[src/rtl/uart_pkg.sv]
// uart_pkg
//   Shared definitions for the image-processor serial link: receiver FSM
//   state encoding, default frame geometry and the image-upload request code.
//   No ports; imported by the receive sampler.
package uart_pkg;

    localparam int         UART_OVERSAMPLE = 16;
    localparam int         UART_DATA_BITS  = 8;
    localparam logic [7:0] UART_IMG_REQ    = 8'hF0;

    typedef enum logic [2:0] {
        IDLE,
        START,
        DATA,
        STOP,
        BREAK
    } rx_state_t;

endpackage

[src/rtl/uart_rx_sampler_rx_sync.sv]
// rx_sync
//   Metastability synchroniser for the asynchronous serial line. The chain
//   resets to 1 so that a reset never looks like a start bit.
// Ports
//   clk    in   system clock
//   clear  in   asynchronous active-low reset
//   rx     in   raw serial line (asynchronous)
//   rx_s   out  line after SYNC_STAGES flops
module rx_sync #(
    parameter int SYNC_STAGES = 2
) (
    input  logic clk,
    input  logic clear,
    input  logic rx,
    output logic rx_s
);

    logic [SYNC_STAGES-1:0] chain;

    always_ff @(posedge clk or negedge clear) begin
        if (!clear) begin
            chain <= '1;
        end else begin
            chain <= {chain[SYNC_STAGES-2:0], rx};
        end
    end

    assign rx_s = chain[SYNC_STAGES-1];

endmodule

[src/rtl/uart_rx_sampler.sv]
// uart_rx_sampler
//   Receive stage of the image-processor link. Recovers LSB-first 8N1 bytes
//   from the oversampled serial line using a three-sample majority vote
//   around the bit centre, with false-start rejection, framing-error and
//   overrun detection.
// Ports
//   clk_50m    in   system clock, all logic on posedge
//   clear      in   asynchronous active-low reset
//   rx         in   raw serial line, idle high
//   rx_clk_en  in   one-cycle strobe at OVERSAMPLE x baud
//   ready_clr  in   consumer ack; clears ready, frame_err, overrun
//   data_out   out  last good byte, held until the next good byte
//   ready      out  sticky: byte waiting in data_out
//   rx_busy    out  frame reception in progress
//   frame_err  out  sticky: stop bit sampled low
//   overrun    out  sticky: byte completed while ready was still set
module uart_rx_sampler
    import uart_pkg::*;
#(
    parameter int OVERSAMPLE  = UART_OVERSAMPLE,
    parameter int DATA_BITS   = UART_DATA_BITS,
    parameter int SYNC_STAGES = 2
) (
    input  logic                 clk_50m,
    input  logic                 clear,
    input  logic                 rx,
    input  logic                 rx_clk_en,
    input  logic                 ready_clr,
    output logic [DATA_BITS-1:0] data_out,
    output logic                 ready,
    output logic                 rx_busy,
    output logic                 frame_err,
    output logic                 overrun
);

    localparam int TICK_W = $clog2(OVERSAMPLE);
    localparam int BIT_W  = (DATA_BITS > 1) ? $clog2(DATA_BITS) : 1;

    // Vote window: ticks M-1, M, M+1 around the bit centre.
    localparam logic [TICK_W-1:0] TICK_VOTE_LO = TICK_W'(OVERSAMPLE / 2 - 1);
    localparam logic [TICK_W-1:0] TICK_VOTE_MD = TICK_W'(OVERSAMPLE / 2);
    localparam logic [TICK_W-1:0] TICK_VOTE_HI = TICK_W'(OVERSAMPLE / 2 + 1);
    localparam logic [TICK_W-1:0] TICK_LAST    = TICK_W'(OVERSAMPLE - 1);
    localparam logic [BIT_W-1:0]  BIT_LAST     = BIT_W'(DATA_BITS - 1);

    function automatic logic maj3(input logic a, input logic b, input logic c);
        return (a & b) | (a & c) | (b & c);
    endfunction

    rx_state_t            state;
    logic                 rx_s;
    logic [TICK_W-1:0]    tick_cnt;
    logic [TICK_W-1:0]    tick_next;
    logic [BIT_W-1:0]     bit_cnt;
    logic                 samp_lo;
    logic                 samp_md;
    logic                 vote;
    logic                 at_vote;
    logic [DATA_BITS-1:0] shreg;

    rx_sync #(
        .SYNC_STAGES (SYNC_STAGES)
    ) u_rx_sync (
        .clk   (clk_50m),
        .clear (clear),
        .rx    (rx),
        .rx_s  (rx_s)
    );

    assign tick_next = (tick_cnt == TICK_LAST) ? '0 : tick_cnt + 1'b1;
    // The third vote sample is the live synchronised line at tick M+1.
    assign vote      = maj3(samp_lo, samp_md, rx_s);
    assign at_vote   = rx_clk_en && (tick_cnt == TICK_VOTE_HI);

    // Sample and shift registers carry data only; they are always rewritten
    // before being consumed, so they need no reset.
    always_ff @(posedge clk_50m) begin
        if (rx_clk_en && (state != IDLE) && (state != BREAK)) begin
            if (tick_cnt == TICK_VOTE_LO) samp_lo <= rx_s;
            if (tick_cnt == TICK_VOTE_MD) samp_md <= rx_s;
        end
        if (at_vote && (state == DATA)) begin
            shreg <= {vote, shreg[DATA_BITS-1:1]};
        end
    end

    // ---- FSM, counters and sticky flags ----
    always_ff @(posedge clk_50m or negedge clear) begin
        if (!clear) begin
            state     <= IDLE;
            tick_cnt  <= '0;
            bit_cnt   <= '0;
            rx_busy   <= 1'b0;
            data_out  <= '0;
            ready     <= 1'b0;
            frame_err <= 1'b0;
            overrun   <= 1'b0;
        end else begin
            // Ack first; any flag set below in the same cycle overrides it.
            if (ready_clr) begin
                ready     <= 1'b0;
                frame_err <= 1'b0;
                overrun   <= 1'b0;
            end

            if (rx_clk_en) begin
                case (state)
                    IDLE: begin
                        if (!rx_s) begin
                            tick_cnt <= '0;
                            rx_busy  <= 1'b1;
                            state    <= START;
                        end
                    end
                    START: begin
                        tick_cnt <= tick_next;
                        if (tick_cnt == TICK_VOTE_HI && vote) begin
                            // Glitch shorter than half a bit: not a real start.
                            rx_busy <= 1'b0;
                            state   <= IDLE;
                        end else if (tick_cnt == TICK_LAST) begin
                            bit_cnt <= '0;
                            state   <= DATA;
                        end
                    end
                    DATA: begin
                        tick_cnt <= tick_next;
                        if (tick_cnt == TICK_LAST) begin
                            bit_cnt <= bit_cnt + 1'b1;
                            if (bit_cnt == BIT_LAST) begin
                                state <= STOP;
                            end
                        end
                    end
                    STOP: begin
                        tick_cnt <= tick_next;
                        if (tick_cnt == TICK_VOTE_HI) begin
                            if (vote) begin
                                data_out <= shreg;
                                ready    <= 1'b1;
                                if (ready) overrun <= 1'b1;
                                rx_busy  <= 1'b0;
                                state    <= IDLE;
                            end else begin
                                frame_err <= 1'b1;
                                state     <= BREAK;
                            end
                        end
                    end
                    BREAK: begin
                        // A line held low must return high before re-framing.
                        if (rx_s) begin
                            rx_busy <= 1'b0;
                            state   <= IDLE;
                        end
                    end
                    default: begin
                        rx_busy <= 1'b0;
                        state   <= IDLE;
                    end
                endcase
            end
        end
    end

endmodule

[config.mk]
export PLATFORM = sky130hd
export DESIGN_NAME = uart_rx_sampler
export DESIGN_NICKNAME = d
export VERILOG_FILES = /design/src/rtl/uart_pkg.sv /design/src/rtl/uart_rx_sampler_rx_sync.sv /design/src/rtl/uart_rx_sampler.sv
export SDC_FILE = /design/constraint.sdc
export NUM_CORES = 1
export LEC_CHECK = 0
export BUFFER_PORTS_ARGS = -buffer_cell sky130_fd_sc_hd__buf_2
export CAP_MARGIN = 20
export CORE_MARGIN = 1
export CORE_UTILIZATION = 33
export CTS_BUF_LIST = sky130_fd_sc_hd__clkbuf_8 sky130_fd_sc_hd__clkbuf_16
export DETAILED_ROUTE_END_ITERATION = 8
export PLACE_DENSITY_LB_ADDON = 0.25
export SLEW_MARGIN = 25
export SYNTH_ARGS = -nofsm -noshare
export SYNTH_HDL_FRONTEND = slang
export SYNTH_SLANG_ARGS = --single-unit
[constraint.sdc]
create_clock -name clk_50m -period 2 [get_ports clk_50m]
set_input_delay 0.3 -clock clk_50m [delete_from_list [all_inputs] [get_ports clk_50m]]
set_output_delay 0.3 -clock clk_50m [all_outputs]
set_load 0.01 [all_outputs]
==> results.md <==
- Outcome: finished with violations
- Failing checks: negative hold slack
- Synth Cell Area: 0.00151 mm²
- HP Class: in -> async
- Root Buffer: clkbuf_8
- Post-route cell area: 0.00179 mm²
- Worst Setup SP: tick_cnt[0]$_DFFE_PN0P_
- Core ar.: 0.00438 mm²
- Routed vias: 976
- Share of layout cells above drive strength 1: 0.336
- Pre-antenna DRT Iters: 2
- Die height: 69.7 µm
- PortBufs: 16
- Critical path class: reg -> reg
- Post-Place Setup Slack: 89.1 ps
- Hold_ws: -6.21 ps
- # placed instances: 189
- Routability congestion estimate from global placement: 0.810
- Die Area: 0.00485 mm²
- Clk_lat worst skew: 290 ps
- R2R Path Start: tick_cnt[0]$_DFFE_PN0P_
- Starting Density: 0.345
- VDD IR max: 438 µV
- Setup WS post-layout: 100 ps
- Routed Wire Length: 2750 µm
- CP startpoint kind: flip-flop
- Reg clk slew, reported paths: 70 ps
- Post-synthesis cell type count: 39
- Initial antenna violation count: 0
- Largest net degree at the start of global routing: 25
- P&R area growth vs syn: 18.4%
- Worst Skew: 8.68 ps
- RSZ-0062 raised after global routing: no
- Syn nets: 128
- DRC: 0
- Hold Fails Final Rpt: 15
- Ant diodes: 0
- Fmax: 526 MHz
- FF+latch count, synth: 34
- Routed WL per cell: 13.9 µm
- Cts hold-fix bufs: 0
- First-pass GRT wire length: 4730 µm
- Die span in x: 69.7 µm
- Final HPWL DP: 1960 µm
- Crit. End Element: flip-flop
- WP data arrival: 2070 ps
- CTS Buffer Depth: 2
- Final setup TNS: 0 ps
- Critical Path RT: 2170 ps
- Nets: 155
- Pwr/cell area: 1130 mW/mm²
- Final Cycle Share: 0.950
- Final setup viols: 0
- Vias in the first global route: 984
- Syn Inst Count: 118
- Avg Synthesized Cell Area: 12.8 µm²
- H-tree depth: 2
- Register area share after synthesis: 0.598
- DRT antenna net count: 0
- Placed cell areas: 0.00169 mm²
- Global Route Usage Sum: 0.129
- Slew Limit Fails: 0
- Starting DRT DRC Count: 42
- Leak pwr: 0.844 nW
- Max-Cap Viols: 0
- CTS buffer count: 5
- Tightest Pin Transition: 551 ps
- Global route overflow: 0
- Worst Path Max Fanout: 10
- Minimum clock period: 1900 ps
- CTS tree: yes
- Via density: 4.93
- Yosys Warn Count: 0
- Io pins: 17
- Max transition margin: 0.633
- FP Rows: 24
- Final Instance Count excl. Fillers: 198
- Clock sink count: 34
==> where the power goes <==
part	total [mW]	switching, mW	leakage (nW)	internal [mW]
sequential	0.960	0.127	0.398	0.832
clock	0.531	0.254	0.0472	0.277
combinational	0.535	0.266	0.399	0.270
==> stage by stage <==
stage | utilization | power, mW
floorplan | - | 1.33
global placement | 0.385 | 1.48
detailed placement | 0.385 | 1.50
CTS | 0.406 | 2.04
global route | 0.408 | 2.17
finish | 0.408 | 2.03
==> cell families (layout without fill, tap and decap cells) <==
| logic type | after synthesis | count (layout) | share of synthesized area |
|---|---|---|---|
| buffers and inverters | 11 | 39 | 0.0323 |
| flip-flops | 34 | 34 | 0.598 |
| AND/OR/NAND/NOR | 34 | 34 | 0.128 |
| AO/OA/AOI/OAI | 25 | 25 | 0.113 |
| adder cells (fa/ha/maj) | 6 | 6 | 0.0488 |
| multiplexers | 8 | 8 | 0.0795 |
==> synth_stat cells (all sizes together) <==
| cell type | n | area (µm²) |
|---|---|---|
| nor2 | 5 | 18.8 |
| maj3 | 1 | 11.3 |
| dfrtp | 22 | 551 |
| nand4 | 3 | 18.8 |
| buf | 1 | 11.3 |
| a21o | 2 | 15.0 |
| and2b | 1 | 8.76 |
| o32ai | 1 | 8.76 |
| or2 | 1 | 6.26 |
| and2 | 1 | 6.26 |
| a211oi | 1 | 7.51 |
| mux2 | 8 | 120 |
| ha | 5 | 62.6 |
| or2b | 1 | 7.51 |
| a211o | 1 | 8.76 |
| nand2 | 9 | 36.3 |
| o22ai | 1 | 6.26 |
| or3 | 1 | 6.26 |
| inv | 7 | 26.3 |
| a21oi | 4 | 20.0 |
| and3b | 2 | 18.8 |
| a31oi | 1 | 6.26 |
| nor4b | 1 | 8.76 |
| edfxtp | 10 | 300 |
| and3 | 3 | 18.8 |
| a22o | 2 | 17.5 |
| nand3 | 2 | 10.0 |
| a32o | 3 | 30.0 |
| clkbuf | 3 | 11.3 |
| dfstp | 2 | 52.6 |
| o31ai | 1 | 7.51 |
| nor2b | 1 | 6.26 |
| or4b | 1 | 10.0 |
| nand2b | 2 | 12.5 |
| o41ai | 1 | 8.76 |
| o21ai | 7 | 35.0 |
==> flip-flops by register name, indices dropped and copies added (netlist names), 2 cells and up <==
| name | flops |
|---|---|
| data_out | 8 |
| shreg | 8 |
| tick_cnt | 4 |
| bit_cnt | 3 |
| state | 3 |
| u_rx_sync.chain | 2 |
==> worst paths after layout <==
check | depth (start not counted) | slack, ps | to
max | 6 | 100 | data_out[2]$_DFFE_PN0P_
min | 1 | -6 | data_out[5]$_DFFE_PN0P_
max reg2reg | 6 | 100 | data_out[2]$_DFFE_PN0P_
min reg2reg | 0 | 360 | u_rx_sync.chain[1]$_DFF_PN1_
max in group asynchronous | 1 | 1630 | u_rx_sync.chain[0]$_DFF_PN1_
min in group clk_50m | 1 | 110 | u_rx_sync.chain[0]$_DFF_PN1_
==> placed cells by master, fill, tap and decap left out, drive strengths merged, types with 2 or more instances in the layout <==
master,instances
buf,24
dfrtp,22
edfxtp,10
nand2,9
mux2,8
o21ai,7
inv,7
clkbuf,6
nor2,5
ha,5
a21oi,4
and3,3
a32o,3
nand4,3
nand2b,2
nand3,2
a21o,2
a22o,2
dfstp,2
and3b,2
==> per-layer routing <==
metal	global-route usage	part of all wire
met5	0	0
met4	0.0733	0.023
met3	0.0422	0.042
met2	0.203	0.47
met1	0.156	0.46
==> worst max-delay path, cell delays in order (launching register included) <==
cell and delay, ps:
dfrtp_1 460, ha_1 170, and3b_2 230, nand2_2 80, or3_1 340, buf_4 200
mux2_4 310
==> cell type report <==
class	instances	area [µm²]
Clock inverter	2	12.5
Sequential cell	34	903
Clock buffer	6	82.6
Tap cell	52	65.1
Fill cell	439	2590
Multi-Input combinational cell	73	559
Timing Repair Buffer	24	140
Inverter	7	26.3
==> repair_timing <==
item | CTS | global route
gates resized for setup | 0 | 0
setup buffers | 0 | 1
hold endpoints to repair | 0 | 0
setup endpoints to repair | 0 | 2
No activity file was read; power rests on OpenSTA's default activity.
